### src/rtl/move_validator.sv
// ---------------------------------------------------------------------------
// move_validator
//   Checks one chess move requested by the control block. It reads the source
//   and destination squares from board memory, applies the piece geometry
//   rules, walks any squares strictly between source and destination for
//   sliding moves, and returns a verdict.
//
// Handshake (level based):
//   start is the request. control raises it once board memory has been
//   granted and holds it until it sees validate_complete. validate_complete
//   is high for as long as the FSM sits in DONE, and move_valid is meaningful
//   only while validate_complete is high. Dropping start releases memory and
//   returns the FSM to IDLE on the next edge. If start drops before DONE, the
//   request is aborted: no validate_complete is produced and move_valid is
//   cleared.
//
// Ports:
//   clk, reset          system clock; synchronous active-high reset
//   start               level request from control
//   current_player      0 = pieces 1-6, 1 = pieces 7-12
//   piece_x, piece_y    source square, (0,0) is the bottom-left corner
//   move_x, move_y      destination square
//   piece_to_move       piece code latched by control at selection
//   mem_addr            board address {y,x}
//   mem_rd_en           high whenever mem_addr is meaningful
//   mem_rdata           board contents, valid one cycle after mem_addr
//   busy                high in every state except IDLE
//   validate_complete   high while in DONE
//   move_valid          verdict
//   state_dbg           current FSM state encoding
// ---------------------------------------------------------------------------
module move_validator #(
    parameter logic [2:0] P0_PAWN_ROW = 3'd1,
    parameter logic [2:0] P1_PAWN_ROW = 3'd6,
    parameter bit         CHECK_OWNER = 1'b1
) (
    input  logic       clk,
    input  logic       reset,
    input  logic       start,
    input  logic       current_player,
    input  logic [2:0] piece_x,
    input  logic [2:0] piece_y,
    input  logic [2:0] move_x,
    input  logic [2:0] move_y,
    input  logic [3:0] piece_to_move,
    output logic [5:0] mem_addr,
    output logic       mem_rd_en,
    input  logic [3:0] mem_rdata,
    output logic       busy,
    output logic       validate_complete,
    output logic       move_valid,
    output logic [2:0] state_dbg
);

    typedef enum logic [2:0] {
        IDLE     = 3'd0,
        RD_SRC   = 3'd1,
        RD_DST   = 3'd2,
        CLASSIFY = 3'd3,
        WALK_A   = 3'd4,
        WALK_D   = 3'd5,
        DONE     = 3'd6
    } state_t;

    state_t     state, state_next;
    logic [3:0] src_code;
    logic [2:0] cur_x, cur_y;
    logic [2:0] step_x, step_y;

    // ------------------------------------------------------------------
    // Move classification. The destination contents are taken straight
    // from mem_rdata while in CLASSIFY, which is the cycle they are valid.
    // ------------------------------------------------------------------
    logic [3:0] dx, dy, adx, ady;
    logic [2:0] step_x_c, step_y_c;
    logic [3:0] dst_code;
    logic [3:0] ptype;
    logic [3:0] fwd, fwd2;
    logic [2:0] pawn_row;
    logic       src_owner, src_legal, owner_ok;
    logic       dst_empty, dst_opp;
    logic       basic_ok, geo_ok, need_walk, long_path;
    logic       pawn_single, pawn_double, pawn_capture;
    logic       rook_geo, bishop_geo, knight_geo, king_geo;
    logic [2:0] next_x, next_y;
    logic       walk_last;

    always_comb begin
        // 4-bit two's complement differences; range -7..+7
        dx = {1'b0, move_x} - {1'b0, piece_x};
        dy = {1'b0, move_y} - {1'b0, piece_y};
        adx = dx[3] ? (4'd0 - dx) : dx;
        ady = dy[3] ? (4'd0 - dy) : dy;
        // Steps are 3-bit addends: 3'b111 adds -1 modulo 8
        step_x_c = (dx == 4'd0) ? 3'd0 : (dx[3] ? 3'b111 : 3'd1);
        step_y_c = (dy == 4'd0) ? 3'd0 : (dy[3] ? 3'b111 : 3'd1);

        dst_code  = mem_rdata;
        src_owner = (src_code >= 4'd7);
        src_legal = (src_code != 4'd0) && (src_code <= 4'd12);
        owner_ok  = !CHECK_OWNER || (src_owner == current_player);
        dst_empty = (dst_code == 4'd0);
        // Opponent relative to the owner of the moving piece
        dst_opp   = (dst_code != 4'd0) && (dst_code <= 4'd12) &&
                    ((dst_code >= 4'd7) != src_owner);

        basic_ok = ((dx != 4'd0) || (dy != 4'd0)) &&
                   (src_code == piece_to_move) && src_legal && owner_ok &&
                   (dst_empty || dst_opp);

        ptype    = src_owner ? (src_code - 4'd6) : src_code;
        fwd      = src_owner ? 4'b1111 : 4'd1;
        fwd2     = src_owner ? 4'b1110 : 4'd2;
        pawn_row = src_owner ? P1_PAWN_ROW : P0_PAWN_ROW;

        pawn_single  = (dx == 4'd0) && (dy == fwd) && dst_empty;
        pawn_double  = (dx == 4'd0) && (dy == fwd2) && (piece_y == pawn_row) && dst_empty;
        pawn_capture = (adx == 4'd1) && (dy == fwd) && dst_opp;
        rook_geo     = (dx == 4'd0) || (dy == 4'd0);
        bishop_geo   = (adx == ady);
        knight_geo   = ((adx == 4'd1) && (ady == 4'd2)) || ((adx == 4'd2) && (ady == 4'd1));
        king_geo     = (adx <= 4'd1) && (ady <= 4'd1);

        geo_ok = 1'b0;
        case (ptype)
            4'd1:    geo_ok = pawn_single || pawn_double || pawn_capture;
            4'd2:    geo_ok = rook_geo;
            4'd3:    geo_ok = knight_geo;
            4'd4:    geo_ok = bishop_geo;
            4'd5:    geo_ok = rook_geo || bishop_geo;
            4'd6:    geo_ok = king_geo;
            default: geo_ok = 1'b0;
        endcase

        // Only moves spanning more than one square have intermediates.
        // Knight and king jump by definition; legal pawn single steps and
        // captures never span more than one square.
        long_path = (adx > 4'd1) || (ady > 4'd1);
        need_walk = geo_ok && long_path && (ptype != 4'd3) && (ptype != 4'd6);

        next_x    = cur_x + step_x;
        next_y    = cur_y + step_y;
        walk_last = (next_x == move_x) && (next_y == move_y);
    end

    // ------------------------------------------------------------------
    // FSM: state register
    // ------------------------------------------------------------------
    always_ff @(posedge clk) begin
        if (reset) begin
            state <= IDLE;
        end else begin
            state <= state_next;
        end
    end

    // ------------------------------------------------------------------
    // FSM: next state. Dropping start outside IDLE/DONE aborts.
    // ------------------------------------------------------------------
    always_comb begin
        state_next = state;
        unique case (state)
            IDLE:     if (start) state_next = RD_SRC;
            RD_SRC:   state_next = start ? RD_DST : IDLE;
            RD_DST:   state_next = start ? CLASSIFY : IDLE;
            CLASSIFY: begin
                if (!start) begin
                    state_next = IDLE;
                end else if (basic_ok && need_walk) begin
                    state_next = WALK_A;
                end else begin
                    state_next = DONE;
                end
            end
            WALK_A:   state_next = start ? WALK_D : IDLE;
            WALK_D: begin
                if (!start) begin
                    state_next = IDLE;
                end else if ((mem_rdata != 4'd0) || walk_last) begin
                    state_next = DONE;
                end else begin
                    state_next = WALK_A;
                end
            end
            DONE:     if (!start) state_next = IDLE;
            default:  state_next = IDLE;
        endcase
    end

    // ------------------------------------------------------------------
    // FSM: outputs
    // ------------------------------------------------------------------
    always_comb begin
        mem_addr          = 6'd0;
        mem_rd_en         = 1'b0;
        busy              = (state != IDLE);
        validate_complete = (state == DONE);
        unique case (state)
            RD_SRC: begin
                mem_addr  = {piece_y, piece_x};
                mem_rd_en = 1'b1;
            end
            RD_DST: begin
                mem_addr  = {move_y, move_x};
                mem_rd_en = 1'b1;
            end
            WALK_A: begin
                mem_addr  = {cur_y, cur_x};
                mem_rd_en = 1'b1;
            end
            default: begin
                mem_addr  = 6'd0;
                mem_rd_en = 1'b0;
            end
        endcase
    end

    assign state_dbg = state;

    // ------------------------------------------------------------------
    // Datapath: source code, walk cursor and verdict
    // ------------------------------------------------------------------
    always_ff @(posedge clk) begin
        if (reset) begin
            src_code   <= 4'd0;
            cur_x      <= 3'd0;
            cur_y      <= 3'd0;
            step_x     <= 3'd0;
            step_y     <= 3'd0;
            move_valid <= 1'b0;
        end else if (!start) begin
            // Covers both abort and normal release from DONE
            move_valid <= 1'b0;
        end else begin
            case (state)
                IDLE:   move_valid <= 1'b0;
                RD_DST: src_code   <= mem_rdata;
                CLASSIFY: begin
                    move_valid <= basic_ok && geo_ok && !need_walk;
                    cur_x      <= piece_x + step_x_c;
                    cur_y      <= piece_y + step_y_c;
                    step_x     <= step_x_c;
                    step_y     <= step_y_c;
                end
                WALK_D: begin
                    move_valid <= (mem_rdata == 4'd0) && walk_last;
                    cur_x      <= next_x;
                    cur_y      <= next_y;
                end
                default: ;
            endcase
        end
    end

endmodule
### config.mk
export PLATFORM = sky130hd
export DESIGN_NAME = move_validator
export DESIGN_NICKNAME = d
export VERILOG_FILES = /design/src/rtl/move_validator.sv
export SDC_FILE = /design/constraint.sdc
export NUM_CORES = 1
export LEC_CHECK = 0
export ABC_CLOCK_PERIOD_IN_PS = 3200
export CORE_MARGIN = 10
export CORE_UTILIZATION = 51
export CTS_BUF_LIST = sky130_fd_sc_hd__clkbuf_8
export CTS_CLUSTER_SIZE = 14
export DETAILED_ROUTE_END_ITERATION = 8
export GPL_TIMING_DRIVEN = 0
export PLACE_DENSITY = 0.79
export SLEW_MARGIN = 20
export SYNTH_ARGS = -nofsm -noshare
export SYNTH_HDL_FRONTEND = slang
export SYNTH_SLANG_ARGS = --single-unit
### constraint.sdc
create_clock -name clk -period 3.2 [get_ports clk]
set_input_delay 0.64 -clock clk [delete_from_list [all_inputs] [get_ports clk]]
set_output_delay 0.64 -clock clk [all_outputs]
set_load 0.05 [all_outputs]
==> impl_metrics.py <==
metrics = {
    "grt": {
        "antenna_found_initial": 0,
        "grt_max_degree": 11,
        "grt_pass1_vias": 2297,
        "grt_overflow": 0,
        "grt_pass1_wl_um": 10900,
        "globalRouteTotalUtil": 0.172,
    },
    "synthesis": {
        "yosys.area.top_type": "dfxtp_1",
        "synth_seq_cells": 18,
        "synth.distinct_cells": 59,
        "async_reset_ff_frac": 0,
        "ys_seq_area_frac": 0.152,
        "synthCells": 307,
        "synthesis.area_mm2": 0.00237,
        "synthTopCellsByArea": "dfxtp_1 15%, ha_1 9.0%, xnor2_1 7.0%",
        "synthesis.nets": 354,
        "synth.avg_cell_area_um2": 7.74,
        "synth_ff_type": "dfxtp_1",
        "ys_warn_count": 0,
        "synth_top_area_frac": 0.152,
        "synth_edf_count": 0,
    },
    "clocking": {
        "holdBufCountCts": 0,
        "cts_buffers": 3,
        "clk_latency_ns": 0.26,
        "clkTransAtPathRegs_ns": 0.07,
        "cts_sinks": 18,
        "h-tree-depth": 1,
        "cts.path.max_buffers": 2,
        "cts_tree": "done",
        "root_buffer": "clkbuf_8",
    },
    "cells_and_area": {
        "seqCellArea_um2": 360,
        "fin_nets": 406,
        "utilization": 0.703,
        "antenna_cells": 0,
        "area_delta_synth_final_pct": 31.5,
        "drive_above_1_share": 0.190,
        "fill_cells": 356,
        "stdcell_area_mm2": 0.00312,
        "stdcell_count": 410,
        "multi_input_area_mm2": 0.00205,
    },
    "floorplan": {
        "die_area_mm2": 0.00779,
        "start_util": 0.534,
        "die_x_um": 88.2,
        "num_io_pins": 37,
        "core_mm2": 0.00444,
        "die_y_um": 88.2,
        "std_cell_rows": 24,
    },
    "pwr": {
        "power.leakage_nw": 1.26,
        "swShare": 0.382,
        "power_density_mw_per_mm2": 282,
        "power_frac_clock": 0.223,
        "seq_power_share": 0.260,
        "ir_drop_mv": 0.171,
        "p_int_w": 0.000545,
        "p_sw_w": 0.000337,
        "power_w": 0.000882,
        "power.share.combinational": 0.517,
    },
    "sta": {
        "finalHoldViolCount": 0,
        "clock.fmax_mhz": 316,
        "worst_pin_slew_ns": 0.934,
        "rsz0062_at_grt": "true",
        "post-route-min-period_ns": 3.16,
        "report.final.slew_viol_count": 0,
        "relSlewSlack": 0.376,
        "finalWorstSetupSlack_ns": 0.0359,
        "fin_skew_ns": 0.00201,
        "setup_viol": 0,
        "period_share": 0.989,
    },
    "critical_path": {
        "crit_path_start_kind": "input port",
        "path_cells": "buf_4, inv_4, ha_4, inv_2, fa_2, inv_2, ha_4, inv_4, xnor2_2, o32a_1, o32a_1, or4_4, nand4_4, a2bb2oi_2",
        "max_stage_delay_ns": 0.55,
        "path_delay_family": "adder cells",
        "cp_data_arrival_time_ns": 3.32,
        "cp_num_buf_inv": 5,
        "crit_path_top_delay_cell": "fa_2",
        "setup.worst_path.start": "move_x[0]",
        "cp-end-kind": "register",
        "critPathMaxFanout": 3,
        "r2r_start": "src_code[1]",
        "crit_type": "in2reg",
        "required_ns": 3.36,
    },
    "worst_hold_path": {
        "hp-class": "reg2reg",
        "min-delay-start": "step_y[0]",
    },
    "route": {
        "drtIter0Drc": 182,
        "vias": 2489,
        "via_per_inst": 6.07,
        "wirelength_um": 6910,
        "wl_per_cell_um": 16.9,
        "antenna_left": 0,
        "dr.pass1.iters": 5,
        "drc_errors": 0,
    },
    "placement": {
        "port_buffers": 36,
        "placed_area_mm2": 0.00281,
        "placedCellCount": 395,
        "dp_hpwl_um": 5110,
        "dp_worst_setup_slack_ns": -0.907,
        "finalWeightedCongestion": 0.887,
    },
    "run": {
        "maxCapViolCount": 0,
    },
    "status": {
        "status": "completed",
    },
}
-- state kept, by name (all words and copies together), names as in the netlist --
register	flops
cur_x	3
src_code	4
move_valid	1
state_dbg	3
cur_y	3
step_x	2
step_y	2
-- stage by stage --
| step | TNS, ns | hold WS, ns |
|---|---|---|
| floorplan | 0 | 0.465 |
| CTS | -0.171 | 0.514 |
| finish | 0 | 0.514 |
| global route | -0.00890 | 0.551 |
| global placement | -4.19 | 0.491 |
| detailed placement | -4.67 | 0.494 |
-- cells by family after synthesis --
kind of cell               count (synthesis)  synth area share
AOI/OAI and AO/OA                         70             0.207
muxes                                     12            0.0511
and+or+nand+nor                          118             0.263
xor gates and xnor gates                  31             0.122
buffers and inverters                     35            0.0653
DFF                                       18             0.152
adders and majority gates                 23             0.140
-- worst paths after layout --
path | endpoint | slack [ns] | cells after the start
worst max-delay path | state_dbg[1] | 0.04 | 14
worst min-delay path | step_y[0] | 0.51 | 2
worst max register to register | state_dbg[1] | 0.75 | 8
worst min register to register | step_y[0] | 0.51 | 2
-- cell usage after synthesis, types with 4 or more instances --
library cell	count
xnor2_1	19
a22oi_1	7
inv_1	17
xor2_1	11
nor3b_1	6
nand3b_1	4
ha_1	17
nand2b_1	4
a21oi_1	7
nor4_1	4
nor3_1	7
nand4_1	5
nor2_1	29
a21o_1	4
dfxtp_1	18
nand2_1	26
o21ai_0	19
nand3_1	10
mux2i_1	11
nor2b_1	5
clkbuf_1	16
fa_1	6
-- area by class of cell --
type | instances | share of cell area
multi-input cells | 254 | 0.656
repair buffers | 48 | 0.139
flip-flops and latches | 18 | 0.115
inverters | 18 | 0.0284
plain buffers | 16 | 0.0232
well taps | 52 | 0.0208
clock buffers | 4 | 0.0176
-- power by group through the flow --
stage	sequential, W	combinational (W)	clock, W
after global placement	0.000235	0.000366	0
final	0.000230	0.000455	0.000197
after global routing	0.000230	0.000487	0.000207
after CTS	0.000229	0.000407	0.000198
after detailed placement	0.000235	0.000374	0
after floorplan	0.000238	0.000260	0
-- metal layers --
layer  part of all wire  routed length (um)  global-route usage  vias to the layer above
li1                   -                   -                   -                     1213
met1               0.43                3000               0.217                     1170
met2               0.48                3330               0.291                       96
met3              0.071                 489              0.0313                       10
met4              0.013                  93              0.0485                        0
met5                  0                   0                   0                        -
-- worst register-to-register path, cell delays in order (launching register included) --
cell       delay (ns)
dfxtp_1          0.35
clkbuf_1         0.28
a31oi_2          0.27
nor4_1           0.32
a21oi_1          0.11
o32a_1           0.34
or4_4            0.50
nand4_4          0.12
a2bb2oi_2        0.06
-- timing repair --
action / CTS / global route
setup buffers: 7 / 5
resized for setup: 47 / 32
endpoints found under the setup margin: 13 / 8
pin swaps: 10 / 11
-- cell usage in the layout, fill, tap and decap left out, types with 6 or more instances in the layout --
master / n
clkdlybuf4s50_1: 19
buf_4: 12
xnor2_1: 17
nand3_1: 9
a22oi_1: 7
clkbuf_2: 6
nor3_1: 6
o21ai_0: 19
xor2_1: 11
inv_1: 9
nor2_1: 29
a21oi_1: 7
mux2i_1: 11
nand2_1: 25
dfxtp_1: 18
dlygate4sd2_1: 8
clkbuf_1: 13
ha_1: 9
Note: power is estimated with default switching activity, not from simulation.
